$ cat src/rtl/dmem_arbiter_if.sv
// -----------------------------------------------------------------------------
// dmem_arbiter_if
//   Bundle of the two requester ports and the data-memory port of the
//   data-memory arbiter.
//
//   Port N (N = 0 CPU load/store, N = 1 loader/debug):
//     pN_req, pN_we, pN_addr, pN_wdata, pN_lock  requester -> arbiter
//     pN_gnt (combinational), pN_rvalid, pN_rdata (registered)
//                                                 arbiter -> requester
//   Memory side:
//     mem_we, mem_addr, mem_wdata                 arbiter -> memory
//     mem_rdata (combinational read)              memory  -> arbiter
//
//   Modports: slave = the arbiter, master = the requesters plus memory.
// -----------------------------------------------------------------------------
interface dmem_arbiter_if #(
  parameter int ADDR_W = 10,
  parameter int DATA_W = 32
);
  logic              p0_req;
  logic              p0_we;
  logic [ADDR_W-1:0] p0_addr;
  logic [DATA_W-1:0] p0_wdata;
  logic              p0_lock;
  logic              p0_gnt;
  logic              p0_rvalid;
  logic [DATA_W-1:0] p0_rdata;

  logic              p1_req;
  logic              p1_we;
  logic [ADDR_W-1:0] p1_addr;
  logic [DATA_W-1:0] p1_wdata;
  logic              p1_lock;
  logic              p1_gnt;
  logic              p1_rvalid;
  logic [DATA_W-1:0] p1_rdata;

  logic              mem_we;
  logic [ADDR_W-1:0] mem_addr;
  logic [DATA_W-1:0] mem_wdata;
  logic [DATA_W-1:0] mem_rdata;

  modport slave (
    input  p0_req, p0_we, p0_addr, p0_wdata, p0_lock,
    input  p1_req, p1_we, p1_addr, p1_wdata, p1_lock,
    output p0_gnt, p0_rvalid, p0_rdata,
    output p1_gnt, p1_rvalid, p1_rdata,
    output mem_we, mem_addr, mem_wdata,
    input  mem_rdata
  );

  modport master (
    output p0_req, p0_we, p0_addr, p0_wdata, p0_lock,
    output p1_req, p1_we, p1_addr, p1_wdata, p1_lock,
    input  p0_gnt, p0_rvalid, p0_rdata,
    input  p1_gnt, p1_rvalid, p1_rdata,
    input  mem_we, mem_addr, mem_wdata,
    output mem_rdata
  );
endinterface

$ cat src/rtl/dmem_arbiter.sv
// -----------------------------------------------------------------------------
// dmem_arbiter
//   Shares a single-port data memory (combinational read, write on the rising
//   edge) between the CPU load/store path (port 0) and a loader/debug master
//   (port 1). A port may lock the memory for a burst; once the burst reaches
//   MAX_BURST grants while the other port waits, ownership is forcibly
//   released and the former owner is masked for one arbitration cycle.
//
//   Ports:
//     clk    clock, all state updates on the rising edge
//     rst_n  asynchronous active-low reset
//     bus    dmem_arbiter_if.slave (requester ports + memory port)
//
//   Parameters:
//     ADDR_W     word address width (must match the interface)
//     DATA_W     data width (must match the interface)
//     MAX_BURST  locked grants allowed while the other port waits, 2..15
//
//   Build option:
//     DMEM_ARB_RR_EN  defined   -> ties in IDLE go to the port opposite last_gnt
//                     undefined -> ties in IDLE go to port 0
// -----------------------------------------------------------------------------
module dmem_arbiter #(
  parameter int ADDR_W    = 10,
  parameter int DATA_W    = 32,
  parameter int MAX_BURST = 4
) (
  input  logic          clk,
  input  logic          rst_n,
  dmem_arbiter_if.slave bus
);

  typedef enum logic [1:0] {
    IDLE = 2'd0,
    OWN0 = 2'd1,
    OWN1 = 2'd2
  } state_t;

  localparam logic [3:0] BURST_LIMIT = 4'(MAX_BURST);

  state_t            state;
  logic              last_gnt;
  logic [3:0]        burst_cnt;
  logic [1:0]        holdoff;
  logic [1:0]        rvalid;
  logic [DATA_W-1:0] rdata0;
  logic [DATA_W-1:0] rdata1;

  logic [1:0]        req;
  logic [1:0]        we;
  logic [1:0]        lock;
  logic [1:0]        eligible;
  logic [1:0]        gnt;
  logic              owner;
  logic              tie_pick1;
  logic              forced_release;

  logic              mem_we;
  logic [ADDR_W-1:0] mem_addr;
  logic [DATA_W-1:0] mem_wdata;

  assign req      = {bus.p1_req,  bus.p0_req};
  assign we       = {bus.p1_we,   bus.p0_we};
  assign lock     = {bus.p1_lock, bus.p0_lock};
  assign eligible = req & ~holdoff;

  // Index of the owning port; only meaningful in OWN0/OWN1.
  assign owner = (state == OWN1);

`ifdef DMEM_ARB_RR_EN
  assign tie_pick1 = ~last_gnt;
`else
  // last_gnt is still tracked but has no say in fixed priority.
  assign tie_pick1 = last_gnt & 1'b0;
`endif

  // The owner is denied for one cycle when it wants to continue past the
  // burst limit while the other port is waiting.
  assign forced_release = req[owner] & lock[owner] &
                          (burst_cnt == BURST_LIMIT) & req[~owner];

  // NOTE: every output of a combinational block gets a default first, so no
  //       path leaves it unassigned and no latch is inferred.
  always_comb begin
    gnt = '0;
    case (state)
      IDLE:       gnt = (eligible == 2'b11) ? (tie_pick1 ? 2'b10 : 2'b01)
                                            : eligible;
      OWN0, OWN1: if (req[owner] && !forced_release)
                    gnt = owner ? 2'b10 : 2'b01;
      default:    gnt = '0;
    endcase
    // Grants must vanish the moment reset asserts, not at the next edge.
    if (!rst_n) gnt = '0;
  end

  always_comb begin
    mem_we    = 1'b0;
    mem_addr  = '0;
    mem_wdata = '0;
    if (gnt[0]) begin
      mem_we    = bus.p0_we;
      mem_addr  = bus.p0_addr;
      mem_wdata = bus.p0_wdata;
    end else if (gnt[1]) begin
      mem_we    = bus.p1_we;
      mem_addr  = bus.p1_addr;
      mem_wdata = bus.p1_wdata;
    end
  end

  // NOTE: sequential state uses non-blocking assignments so every register
  //       samples pre-edge values regardless of statement order.
  always_ff @(posedge clk or negedge rst_n) begin
    if (!rst_n) begin
      state     <= IDLE;
      last_gnt  <= 1'b1;
      burst_cnt <= 4'd0;
      holdoff   <= 2'b00;
      rvalid    <= 2'b00;
      rdata0    <= '0;
      rdata1    <= '0;
    end else begin
      rvalid <= gnt & ~we;
      if (gnt[0] && !we[0]) rdata0 <= bus.mem_rdata;
      if (gnt[1] && !we[1]) rdata1 <= bus.mem_rdata;

      if (gnt[0])      last_gnt <= 1'b0;
      else if (gnt[1]) last_gnt <= 1'b1;

      case (state)
        IDLE: begin
          // The holdoff mask only ever covers one arbitration cycle.
          holdoff <= 2'b00;
          if (gnt[0] && lock[0]) begin
            state     <= OWN0;
            burst_cnt <= 4'd1;
          end else if (gnt[1] && lock[1]) begin
            state     <= OWN1;
            burst_cnt <= 4'd1;
          end
        end
        OWN0, OWN1: begin
          if (!req[owner] || !lock[owner]) begin
            state <= IDLE;
          end else if (forced_release) begin
            state          <= IDLE;
            holdoff[owner] <= 1'b1;
          end else if (burst_cnt != BURST_LIMIT) begin
            // Saturates at the limit while the other port stays quiet.
            burst_cnt <= burst_cnt + 4'd1;
          end
        end
        default: state <= IDLE;
      endcase
    end
  end

  assign bus.p0_gnt    = gnt[0];
  assign bus.p1_gnt    = gnt[1];
  assign bus.p0_rvalid = rvalid[0];
  assign bus.p1_rvalid = rvalid[1];
  assign bus.p0_rdata  = rdata0;
  assign bus.p1_rdata  = rdata1;
  assign bus.mem_we    = mem_we;
  assign bus.mem_addr  = mem_addr;
  assign bus.mem_wdata = mem_wdata;

endmodule

$ cat src/flat_wrapper.sv
// flat-port wrapper written by rule: the top's interface ports become plain ports
module dmem_arbiter_flat 
#(
  parameter int ADDR_W    = 10,
  parameter int DATA_W    = 32,
  parameter int MAX_BURST = 4
)
  (clk, rst_n, bus_p0_req, bus_p0_we, bus_p0_addr, bus_p0_wdata, bus_p0_lock, bus_p1_req, bus_p1_we, bus_p1_addr, bus_p1_wdata, bus_p1_lock, bus_p0_gnt, bus_p0_rvalid, bus_p0_rdata, bus_p1_gnt, bus_p1_rvalid, bus_p1_rdata, bus_mem_we, bus_mem_addr, bus_mem_wdata, bus_mem_rdata);
  dmem_arbiter_if #(.ADDR_W(ADDR_W), .DATA_W(DATA_W)) bus_i ();
  input  logic clk;
  input  logic rst_n;
  input wire logic [$bits(bus_i.p0_req)-1:0] bus_p0_req;
  input wire logic [$bits(bus_i.p0_we)-1:0] bus_p0_we;
  input wire logic [$bits(bus_i.p0_addr)-1:0] bus_p0_addr;
  input wire logic [$bits(bus_i.p0_wdata)-1:0] bus_p0_wdata;
  input wire logic [$bits(bus_i.p0_lock)-1:0] bus_p0_lock;
  input wire logic [$bits(bus_i.p1_req)-1:0] bus_p1_req;
  input wire logic [$bits(bus_i.p1_we)-1:0] bus_p1_we;
  input wire logic [$bits(bus_i.p1_addr)-1:0] bus_p1_addr;
  input wire logic [$bits(bus_i.p1_wdata)-1:0] bus_p1_wdata;
  input wire logic [$bits(bus_i.p1_lock)-1:0] bus_p1_lock;
  output wire logic [$bits(bus_i.p0_gnt)-1:0] bus_p0_gnt;
  output wire logic [$bits(bus_i.p0_rvalid)-1:0] bus_p0_rvalid;
  output wire logic [$bits(bus_i.p0_rdata)-1:0] bus_p0_rdata;
  output wire logic [$bits(bus_i.p1_gnt)-1:0] bus_p1_gnt;
  output wire logic [$bits(bus_i.p1_rvalid)-1:0] bus_p1_rvalid;
  output wire logic [$bits(bus_i.p1_rdata)-1:0] bus_p1_rdata;
  output wire logic [$bits(bus_i.mem_we)-1:0] bus_mem_we;
  output wire logic [$bits(bus_i.mem_addr)-1:0] bus_mem_addr;
  output wire logic [$bits(bus_i.mem_wdata)-1:0] bus_mem_wdata;
  input wire logic [$bits(bus_i.mem_rdata)-1:0] bus_mem_rdata;
  assign bus_i.p0_req = bus_p0_req;
  assign bus_i.p0_we = bus_p0_we;
  assign bus_i.p0_addr = bus_p0_addr;
  assign bus_i.p0_wdata = bus_p0_wdata;
  assign bus_i.p0_lock = bus_p0_lock;
  assign bus_i.p1_req = bus_p1_req;
  assign bus_i.p1_we = bus_p1_we;
  assign bus_i.p1_addr = bus_p1_addr;
  assign bus_i.p1_wdata = bus_p1_wdata;
  assign bus_i.p1_lock = bus_p1_lock;
  assign bus_p0_gnt = bus_i.p0_gnt;
  assign bus_p0_rvalid = bus_i.p0_rvalid;
  assign bus_p0_rdata = bus_i.p0_rdata;
  assign bus_p1_gnt = bus_i.p1_gnt;
  assign bus_p1_rvalid = bus_i.p1_rvalid;
  assign bus_p1_rdata = bus_i.p1_rdata;
  assign bus_mem_we = bus_i.mem_we;
  assign bus_mem_addr = bus_i.mem_addr;
  assign bus_mem_wdata = bus_i.mem_wdata;
  assign bus_i.mem_rdata = bus_mem_rdata;
  dmem_arbiter #(.ADDR_W(ADDR_W), .DATA_W(DATA_W), .MAX_BURST(MAX_BURST)) u_core (.clk(clk), .rst_n(rst_n), .bus(bus_i));
endmodule
$ cat config.mk
export PLATFORM = sky130hd
export DESIGN_NAME = dmem_arbiter_flat
export DESIGN_NICKNAME = d
export VERILOG_FILES = /design/src/rtl/dmem_arbiter_if.sv /design/src/rtl/dmem_arbiter.sv /design/src/flat_wrapper.sv
export SDC_FILE = /design/constraint.sdc
export NUM_CORES = 1
export LEC_CHECK = 0
export ABC_AREA = 1
export BUFFER_PORTS_ARGS = -buffer_cell sky130_fd_sc_hd__buf_2
export CORE_MARGIN = 4
export CORE_UTILIZATION = 42
export CTS_CLUSTER_SIZE = 14
export DETAILED_ROUTE_END_ITERATION = 16
export PLACE_DENSITY = 0.77
export SKIP_LAST_GASP = 1
export SLEW_MARGIN = 20
export SYNTH_ARGS = -nofsm -noshare
export SYNTH_HDL_FRONTEND = slang
export SYNTH_SLANG_ARGS = --single-unit
$ cat constraint.sdc
create_clock -name clk -period 5.65 [get_ports clk]
set_input_delay 0.8475 -clock clk [delete_from_list [all_inputs] [get_ports clk]]
set_output_delay 0.8475 -clock clk [all_outputs]
set_load 0.1 [all_outputs]
# == Word-level counts from Yosys, hierarchy flattened ==
# Index checks and enable logic that the tools add are counted.
# op_classes
n_eq_ne,11
n_lt_le_gt_ge,3
add_sub_neg,1
mux,33
n_reduce_logical,18
n_bitwise,9
# ops
op,n
32-bit two-way mux,2
10-bit two-way mux,2
2-bit two-way mux,10
4-bit two-way mux,5
2-bit one-hot mux with 2 select lines,3
1-bit two-way mux,9
4-bit one-hot mux with 2 select lines,1
1-bit logical AND,6
3-bit by 1-bit inequality test with 1-bit output (second input constant),2
1-bit logical NOT,5
5-bit AND reduction,1
4-bit by 1-bit adder with 4-bit output (second input constant),1
2-bit bitwise AND,2
2-bit == test (second input constant),2
4-bit by 3-bit == test with 1-bit output (second input constant),1
1-bit by 2-bit < comparator with 1-bit output (second input constant),2
2-bit by 1-bit inequality test with 1-bit output (second input constant),2
2-bit inequality test (second input constant),2
4-bit by 3-bit inequality test with 1-bit output (second input constant),1
2-bit NOT,2
1-bit bitwise AND,3
3-bit AND reduction,1
2-bit by 1-bit == test with 1-bit output (second input constant),1
2-bit logical NOT,1
other kinds (8),8
# word_totals
input_bits,124
regBits,74
word_cells,81
out_inout_bits,111

# == Longest topological paths before layout ==
# Gate-level depths: netlist of run 1.
# logic_depth
word_depth,15
depth_mapped,15

# == Least setup slack after synthesis of run 1 ==
# No wires, ideal clock.
# synth_timing
path_type,input port to output port
from,in bus_p1_req
to,out bus_mem_we
n_path_buf,0
cell_stages,11
slack_ns,1.191
t_arrival_ns,3.611
required_ns,4.803
path_cell_list,nand2_1 nand2_1 nand2_1 inv_2 nand2_2 nand3_1 nand2_2 nand2_4 inv_1 nand2_1 a21oi_1
# synth_via
elab_chain_len,12
word_cells_on_any_way,17
classes_between,1 x eq/ne; 10 x mux; 4 x bitwise; 2 x reduce/logical
# synth_rtl
item,line_no,text
"start, declared",flat_wrapper.sv:17,input wire logic [$bits(bus_i.p1_req)-1:0] bus_p1_req;
1-bit two-way mux (not written as such) (2 in series),"dmem_arbiter.sv:79, dmem_arbiter.sv:89",
1-bit bitwise AND (2 in series),dmem_arbiter.sv:79,assign forced_release = req[owner] & lock[owner] &
1-bit bitwise AND,dmem_arbiter.sv:80,(burst_cnt == BURST_LIMIT) & req[~owner];
1-bit logical NOT,dmem_arbiter.sv:89,"OWN0, OWN1: if (req[owner] && !forced_release)"
1-bit logical AND,dmem_arbiter.sv:89,
2-bit two-way mux,dmem_arbiter.sv:89,
2-bit one-hot mux with 2 select lines *,dmem_arbiter.sv:86,case (state)
2-bit two-way mux *,dmem_arbiter.sv:94,if (!rst_n) gnt = '0;
named net bus_p1_gnt,flat_wrapper.sv:25,output wire logic [$bits(bus_i.p1_gnt)-1:0] bus_p1_gnt;
1-bit two-way mux *,dmem_arbiter.sv:105,end else if (gnt[1]) begin
1-bit two-way mux *,dmem_arbiter.sv:101,if (gnt[0]) begin
"end, declared",flat_wrapper.sv:28,output wire logic [$bits(bus_i.mem_we)-1:0] bus_mem_we;
# The timed path passes the listed nets; every way through them passes the cells marked *. The select of a mux whose other input is x is not followed.

# == Worst setup path in the final report of run 1 ==
# layout_timing
from,reg u_core.state[0]
to,out bus_mem_wdata[31]
# layout_via
elab_chain_len,13
word_cells_on_any_way,21
classes_between,2 x eq/ne; 12 x mux; 3 x bitwise; 4 x reduce/logical
# layout_rtl
item,line_no,text
"start, declared",dmem_arbiter.sv:41,state_t state;
"start signal, assigned",dmem_arbiter.sv:116,state <= IDLE;
"start signal, assigned",dmem_arbiter.sv:136,state <= OWN0;
"start signal, assigned",dmem_arbiter.sv:139,state <= OWN1;
2-bit == test,"dmem_arbiter.sv:68, dmem_arbiter.sv:86",
1-bit two-way mux (on tied branches) (2 in series),"dmem_arbiter.sv:79, dmem_arbiter.sv:89",
1-bit bitwise AND (2 in series),dmem_arbiter.sv:79,
1-bit bitwise AND,dmem_arbiter.sv:80,
1-bit logical NOT,dmem_arbiter.sv:89,
1-bit logical AND,dmem_arbiter.sv:89,
2-bit two-way mux,dmem_arbiter.sv:89,
2-bit one-hot mux with 2 select lines *,dmem_arbiter.sv:86,
2-bit two-way mux *,dmem_arbiter.sv:94,
32-bit two-way mux,dmem_arbiter.sv:105,
32-bit two-way mux *,dmem_arbiter.sv:101,
"end, declared",flat_wrapper.sv:30,output wire logic [$bits(bus_i.mem_wdata)-1:0] bus_mem_wdata;
# Every way passes the cells marked *; elsewhere a longest branch is shown, timed or not. The select of a mux whose other input is x is not followed.

==> run_summary.xml, run 1 <==
<?xml version="1.0" encoding="UTF-8"?>
<metrics>
  <group name="synth">
    <metric name="syn_avg_cell_area" unit="um2">8.81</metric>
    <metric name="post_syn_area" unit="mm2">0.00379</metric>
    <metric name="post_synth_main_area_contributors" unit="">dfrtp_1 (49%), nand2_1 (16%), a22o_1 (9.7%), o21ai_0 (7.4%), buf_6 (3.6%)</metric>
    <metric name="ys_types" unit="">26</metric>
    <metric name="ys_ff_latch" unit="">74</metric>
    <metric name="synth.yosys.warnings" unit="">0</metric>
    <metric name="postSynthCellCount" unit="">430</metric>
    <metric name="synth_area_leader_cell" unit="">dfrtp_1</metric>
    <metric name="syn-num-nets" unit="">560</metric>
    <metric name="synth-seq-area-share" unit="%">48.9</metric>
    <metric name="share_of_yosys_cell_area_claimed_by_the_top_area_cell_type" unit="%">48.9</metric>
  </group>
  <group name="timing">
    <metric name="final.min_clock_period" unit="ns">3.92</metric>
    <metric name="slew_headroom" unit="%">39.1</metric>
    <metric name="final-hold-violation-count" unit="">0</metric>
    <metric name="min_period_over_period" unit="%">69.3</metric>
    <metric name="final.setup.tns" unit="ns">0</metric>
    <metric name="timing_max_transition_violations_final" unit="">0</metric>
    <metric name="setup_viol_count_final" unit="">0</metric>
    <metric name="worst_clock_skew" unit="ns">0.00695</metric>
    <metric name="grt_setup_unrepaired" unit="">false</metric>
    <metric name="worst-slew-pin-transition" unit="ns">0.914</metric>
    <metric name="fmaxAchievable" unit="MHz">255</metric>
  </group>
  <group name="clock_network">
    <metric name="cts_made_buffers" unit="">9</metric>
    <metric name="cts_setup_buffers" unit="">0</metric>
    <metric name="cts_buffer_depth" unit="">2</metric>
    <metric name="cts_hold_buffers" unit="">0</metric>
    <metric name="cts.clk_slew.worst_paths" unit="ns">0.08</metric>
    <metric name="cts_resized" unit="">0</metric>
    <metric name="insertion_delay" unit="ns">0.35</metric>
    <metric name="cts-root-buf" unit="">clkbuf_8</metric>
    <metric name="tritoncts" unit="">built</metric>
    <metric name="cts.htree.levels" unit="">3</metric>
    <metric name="sinks_on_clock_net" unit="">74</metric>
  </group>
  <group name="floorplanning">
    <metric name="dieArea" unit="mm2">0.0106</metric>
    <metric name="start_util" unit="%">43.2</metric>
    <metric name="die_h" unit="um">103</metric>
    <metric name="design.core.area" unit="mm2">0.00876</metric>
    <metric name="die_w" unit="um">103</metric>
    <metric name="io_pins" unit="">235</metric>
    <metric name="core.rowCount" unit="">34</metric>
  </group>
  <group name="detailed_routing">
    <metric name="final_wirelength" unit="um">12100</metric>
    <metric name="drt_drc_violations_left" unit="">0</metric>
    <metric name="detail-route-antenna-nets" unit="">0</metric>
    <metric name="drt_iter0_markers" unit="">183</metric>
    <metric name="num_vias" unit="">3831</metric>
    <metric name="route.detailed.wl_per_inst" unit="um">15.8</metric>
    <metric name="post_drt_via_cell_ratio" unit="">5.02</metric>
    <metric name="drt_pre_antenna_iters" unit="">5</metric>
  </group>
  <group name="finish">
    <metric name="layout.filler_cells" unit="">794</metric>
    <metric name="multi_input_combinational_cell_area" unit="mm2">0.00165</metric>
    <metric name="area_growth_syn_to_layout" unit="%">35.1</metric>
    <metric name="layout.cell_area.non_filler" unit="mm2">0.00511</metric>
    <metric name="share_of_layout_cells_above_drive_strength_1" unit="%">40.7</metric>
    <metric name="register_area" unit="mm2">0.00185</metric>
    <metric name="fin_nets" unit="">779</metric>
  </group>
  <group name="status">
    <metric name="run_status" unit="">finished clean</metric>
  </group>
  <group name="critical_path">
    <metric name="crit_fanout" unit="">42</metric>
    <metric name="required" unit="ns">4.80</metric>
    <metric name="worst_r2r_startpoint" unit="">u_core.state[0]</metric>
    <metric name="start_kind" unit="">flop</metric>
    <metric name="worstRegToRegCells" unit="">14</metric>
    <metric name="worstPathArrival" unit="ns">3.07</metric>
    <metric name="regToRegEndpoint" unit="">u_core.bus.p1_rdata[23]</metric>
    <metric name="reg2reg_slack" unit="ns">3.38</metric>
    <metric name="timing.setup.critical_path_class" unit="">reg2out</metric>
    <metric name="setup.worst_path.end_class" unit="">primary output</metric>
  </group>
  <group name="placement">
    <metric name="gp_congestion" unit="">0.885</metric>
    <metric name="post_dp_cell_area" unit="mm2">0.00489</metric>
    <metric name="post-dp-hpwl" unit="um">9130</metric>
    <metric name="port_buffers" unit="">234</metric>
  </group>
  <group name="hold_path">
    <metric name="min_delay_path_class" unit="">in2async</metric>
  </group>
  <group name="grt">
    <metric name="grt_max_degree" unit="">74</metric>
    <metric name="global_routing_usage_summed_across_all_routing_layers" unit="%">21.4</metric>
    <metric name="grt_pass1_vias" unit="">3611</metric>
    <metric name="remaining_global_route_overflow" unit="">0</metric>
    <metric name="antenna_found_initial" unit="">1</metric>
    <metric name="grt_pass1_wl" unit="um">17500</metric>
  </group>
  <group name="flow_run">
    <metric name="max_cap_viol_count" unit="">0</metric>
  </group>
</metrics>
## synthesized netlist by cell type (all sizes together)
cell	count
dfrtp	74
nand2	165
inv	19
nand4	1
o2111ai	1
nand3	13
ha	6
o21ai	66
a21oi	7
buf	17
a22o	42
nor2	9
clkbuf	10
## routing by layer
layer  up-vias  global-route usage (%)  wire [um]
li1       1879                       -          -
met1      1754                    24.1       4480
met4         0                    9.46        337
met3        27                    6.09       1220
met2       171                    37.4       6050
met5         -                       0          0
## worst max-delay path, cell delays in order (launching register included)
cell and delay, ns:
dfrtp_1 0.41, inv_1 0.09, ha_1 0.25, inv_2 0.08, nand2_1 0.08, nand2_1 0.05, nand2_1 0.06, inv_2 0.05
nand2_2 0.06, nand3_1 0.08, nand2_2 0.11, nand2_4 0.23, nor2_8 0.50, a22o_1 0.23, buf_2 0.44
## flip-flops by register name (all words and copies together) (netlist names), named ones only
signal	count
u_core.burst_cnt	4
u_core.bus.p0_rdata	32
u_core.bus.p1_rdata	32
u_core.holdoff	1
u_core.rvalid	2
u_core.state	2
## metrics by stage
stage	instances	hold WS, ns	setup WS, ns	util [%]
after floorplan	430	0.442	1.19	-
after global placement	746	0.458	1.97	55.8
after detailed placement	746	0.471	1.92	55.8
after CTS	762	0.256	1.69	58.3
after global routing	763	0.253	1.50	58.4
final	763	0.277	1.73	58.4
## cells by family after synthesis
family                   share of synthesized area, %
adder cells (fa/ha/maj)                          1.98
AND/OR/NAND/NOR                                  22.0
flip-flops                                       48.9
AO/OA/AOI/OAI                                    19.6
buffers and inverters                            7.50
## cell usage in the layout, fill, tap and decap left out, types with 2 or more instances in the layout
cell / count
a21oi_1: 7
dfrtp_1: 74
o21ai_0: 56
nor2_8: 3
nand2_4: 2
nand3_2: 3
o21ai_1: 10
inv_1: 16
buf_4: 2
clkbuf_8: 10
nand3_1: 10
clkinv_2: 2
a22o_1: 42
inv_2: 2
nor2_1: 4
bufinv_16: 2
ha_1: 6
nand2_1: 160
nand2_2: 2
buf_2: 233
## worst max-delay path by stage
stage / end / from / cells past startpoint / slack, ns
after global routing: bus_mem_wdata[31] / u_core.state[0] / 14 / 1.50
after CTS: bus_mem_wdata[31] / u_core.state[0] / 14 / 1.69
after floorplan: bus_mem_we / bus_p1_req / 11 / 1.19
after global placement: bus_mem_wdata[31] / bus_p1_req / 12 / 1.97
final: bus_mem_wdata[31] / u_core.state[0] / 14 / 1.73
after detailed placement: bus_mem_wdata[31] / bus_p1_req / 12 / 1.92
## cell type report
class	count	area share [%]
multi-input cells	310	32.3
well taps	108	2.64
repair buffers	235	23.1
flip-flops and latches	74	36.2
inverters	19	1.44
clock inverters	5	1.52
clock buffers	11	2.76
diodes	1	0.0489
Power of run 1 is not shown: default switching activity piles up to over one toggle a cycle in this logic, so the estimate is an artifact.
==> inputs of run 2 (changes only) <==
--- a/config.mk
+++ b/config.mk
@@ -8,10 +8,10 @@
 export ABC_AREA = 1
 export BUFFER_PORTS_ARGS = -buffer_cell sky130_fd_sc_hd__buf_2
 export CORE_MARGIN = 4
-export CORE_UTILIZATION = 42
+export CORE_UTILIZATION = 39
 export CTS_CLUSTER_SIZE = 14
 export DETAILED_ROUTE_END_ITERATION = 16
-export PLACE_DENSITY = 0.77
+export PLACE_DENSITY = 0.75
 export SKIP_LAST_GASP = 1
 export SLEW_MARGIN = 20
 export SYNTH_ARGS = -nofsm -noshare
==> constraint.sdc (replaced) <==
create_clock -name clk -period 3.5 [get_ports clk]
set_input_delay 0.525 -clock clk [delete_from_list [all_inputs] [get_ports clk]]
set_output_delay 0.525 -clock clk [all_outputs]
set_load 0.1 [all_outputs]
==> run_summary.xml, run 2 (same netlist as run 1, synthesis figures left out) <==
<?xml version="1.0" encoding="UTF-8"?>
<metrics>
  <group name="status">
    <metric name="run_status" unit="">finished clean</metric>
  </group>
  <group name="timing">
    <metric name="slew_headroom" unit="%">37.9</metric>
    <metric name="final.min_clock_period" unit="ns">3.25</metric>
    <metric name="layout_setup_ws" unit="ns">0.250</metric>
    <metric name="worst-slew-pin-transition" unit="ns">0.932</metric>
    <metric name="timing_max_transition_violations_final" unit="">0</metric>
    <metric name="setup_viol_count_final" unit="">0</metric>
    <metric name="min_period_over_period" unit="%">92.8</metric>
    <metric name="fmaxAchievable" unit="MHz">308</metric>
    <metric name="grt_setup_unrepaired" unit="">false</metric>
    <metric name="fin_hold_ws" unit="ns">0.386</metric>
    <metric name="final-hold-violation-count" unit="">0</metric>
    <metric name="worst_clock_skew" unit="ns">0.0102</metric>
    <metric name="final.setup.tns" unit="ns">0</metric>
  </group>
  <group name="floorplanning">
    <metric name="dieArea" unit="mm2">0.0114</metric>
    <metric name="die_w" unit="um">107</metric>
    <metric name="design.core.area" unit="mm2">0.00933</metric>
    <metric name="core.rowCount" unit="">35</metric>
    <metric name="io_pins" unit="">235</metric>
    <metric name="start_util" unit="%">40.6</metric>
    <metric name="die_h" unit="um">107</metric>
  </group>
  <group name="grt">
    <metric name="met1_usage" unit="%">26.6</metric>
    <metric name="grt_util_met3" unit="%">5.71</metric>
    <metric name="antenna_found_initial" unit="">1</metric>
    <metric name="remaining_global_route_overflow" unit="">0</metric>
    <metric name="grt_max_degree" unit="">75</metric>
    <metric name="top_usage_layer" unit="">met2</metric>
    <metric name="globalRouteMet2Util" unit="%">39.1</metric>
    <metric name="global_routing_usage_summed_across_all_routing_layers" unit="%">22.2</metric>
    <metric name="grt_pass1_vias" unit="">3851</metric>
    <metric name="grt_pass1_wl" unit="um">19900</metric>
  </group>
  <group name="critical_path">
    <metric name="worstPathCellList" unit="">inv_1 -&gt; ha_1 -&gt; inv_2 -&gt; nand2_1 -&gt; nand2_1 -&gt; nand2_1 -&gt; inv_2 -&gt; nand2_2 -&gt; nand3_2 -&gt; nand2_4 -&gt; nand2_8 -&gt; inv_6 -&gt; a22o_1 -&gt; buf_12</metric>
    <metric name="slowest_cell_on_crit_path" unit="">dfrtp_1</metric>
    <metric name="worst_r2r_startpoint" unit="">u_core.state[0]</metric>
    <metric name="timing.setup.critical_path_class" unit="">reg2out</metric>
    <metric name="start_kind" unit="">flop</metric>
    <metric name="regToRegEndpoint" unit="">u_core.bus.p1_rdata[10]</metric>
    <metric name="worstPathArrival" unit="ns">2.72</metric>
    <metric name="critical_path.top_delay_family" unit="">buffers and inverters</metric>
    <metric name="worstRegToRegCells" unit="">15</metric>
    <metric name="timing.critical_path.slowest_cell_delay" unit="ns">0.42</metric>
    <metric name="path_common_cell" unit="">nand2_1</metric>
    <metric name="reg2reg_slack" unit="ns">1.06</metric>
    <metric name="required" unit="ns">2.97</metric>
    <metric name="setup.worst_path.end_class" unit="">primary output</metric>
    <metric name="crit_fanout" unit="">43</metric>
    <metric name="cp.buffers_inverters" unit="">5</metric>
  </group>
  <group name="detailed_routing">
    <metric name="post_drt_via_cell_ratio" unit="">4.99</metric>
    <metric name="final_wirelength" unit="um">12900</metric>
    <metric name="drt_pre_antenna_iters" unit="">4</metric>
    <metric name="route.detailed.wl_per_inst" unit="um">16.4</metric>
    <metric name="drt_drc_violations_left" unit="">0</metric>
    <metric name="drt_iter0_markers" unit="">203</metric>
    <metric name="num_vias" unit="">3926</metric>
    <metric name="detail-route-antenna-nets" unit="">0</metric>
  </group>
  <group name="clock_network">
    <metric name="tritoncts" unit="">built</metric>
    <metric name="cts-root-buf" unit="">clkbuf_8</metric>
    <metric name="cts_setup_buffers" unit="">0</metric>
    <metric name="insertion_delay" unit="ns">0.35</metric>
    <metric name="sinks_on_clock_net" unit="">74</metric>
    <metric name="cts_resized" unit="">0</metric>
    <metric name="cts_buffer_depth" unit="">2</metric>
    <metric name="cts.clk_slew.worst_paths" unit="ns">0.08</metric>
    <metric name="cts_hold_buffers" unit="">0</metric>
    <metric name="cts_made_buffers" unit="">9</metric>
    <metric name="cts.htree.levels" unit="">3</metric>
  </group>
  <group name="placement">
    <metric name="preCtsSetupSlack" unit="ns">0.529</metric>
    <metric name="gp_congestion" unit="">0.853</metric>
    <metric name="port_buffers" unit="">234</metric>
    <metric name="post-dp-hpwl" unit="um">9960</metric>
  </group>
  <group name="finish">
    <metric name="share_of_layout_cells_above_drive_strength_1" unit="%">41.2</metric>
    <metric name="multi_input_combinational_cell_area" unit="mm2">0.00166</metric>
    <metric name="mostFrequentLayoutCells" unit="">buf_2 (189), nand2_1 (160), dfrtp_1 (74)</metric>
    <metric name="layout.filler_cells" unit="">806</metric>
    <metric name="area_growth_syn_to_layout" unit="%">53.5</metric>
    <metric name="fin_nets" unit="">781</metric>
    <metric name="post-route-util" unit="%">62.3</metric>
    <metric name="register_area" unit="mm2">0.00185</metric>
    <metric name="layout_commonest_cell" unit="">buf_2</metric>
  </group>
  <group name="hold_path">
    <metric name="min_to" unit="">u_core.bus.p0_rdata[15]</metric>
    <metric name="min_delay_path_class" unit="">in2reg</metric>
    <metric name="timing.hold.worst.start" unit="">bus_mem_rdata[15]</metric>
    <metric name="min_delay_path_depth" unit="">3</metric>
  </group>
  <group name="flow_run">
    <metric name="max_cap_viol_count" unit="">0</metric>
  </group>
</metrics>
-- run 2: cell count changes in the layout (fill, tap and decap cells not counted), sizes merged --
cell / previous run / this run
clkinv: 2 / 4
buf: 235 / 237
bufinv: 2 / 1
clkbuf: 11 / 9
inv: 19 / 20
-- run 2: per-layer routing --
| layer | up-vias | routed length [um] |
|---|---|---|
| li1 | 1885 | - |
| met3 | 19 | 983 |
| met2 | 167 | 6570 |
| met1 | 1855 | 5130 |
| met4 | 0 | 225 |
| met5 | - | 0 |
-- run 2: final cells by class --
class | instances | share of cell area (%)
diodes | 1 | 0.0430
clock buffers | 9 | 2.13
clock inverters | 7 | 1.33
inverters | 19 | 1.31
multi-input cells | 310 | 28.6
flip-flops and latches | 74 | 31.9
well taps | 129 | 2.78
repair buffers | 237 | 31.9
-- run 2: worst max-delay path by stage --
stage / from / endpoint / slack [ns] / cells after the start
4_1_cts: u_core.state[0] / bus_mem_wdata[6] / 0.14 / 14
3_5_place_dp: u_core.state[0] / bus_mem_wdata[6] / 0.53 / 14
2_1_floorplan: u_core.state[0] / bus_mem_we / 0.23 / 14
5_1_grt: u_core.state[0] / bus_mem_wdata[22] / 0.03 / 14
3_3_place_gp: u_core.state[0] / bus_mem_wdata[20] / 0.65 / 14
6_report: u_core.state[0] / bus_mem_wdata[6] / 0.25 / 14
-- run 2: worst register-to-register path, stage by stage, from the launching register on --
cell	delay [ns]
dfrtp_1	0.42
inv_1	0.09
ha_1	0.25
inv_2	0.08
nand2_1	0.09
nand2_1	0.06
nand2_1	0.08
inv_2	0.06
nand2_2	0.06
nand3_1	0.08
nand2_2	0.11
nand2_4	0.07
buf_4	0.26
nor2_8	0.44
nand2_1	0.13
nand2_1	0.09
-- run 2: metrics by stage --
| step | instance area, um2 | instances |
|---|---|---|
| 2_1_floorplan | 3800 | 430 |
| 3_3_place_gp | 5610 | 769 |
| 3_5_place_dp | 5610 | 769 |
| 4_1_cts | 5810 | 785 |
| 5_1_grt | 5810 | 786 |
| 6_report | 5810 | 786 |
Power of run 2 is left out for the same reason.
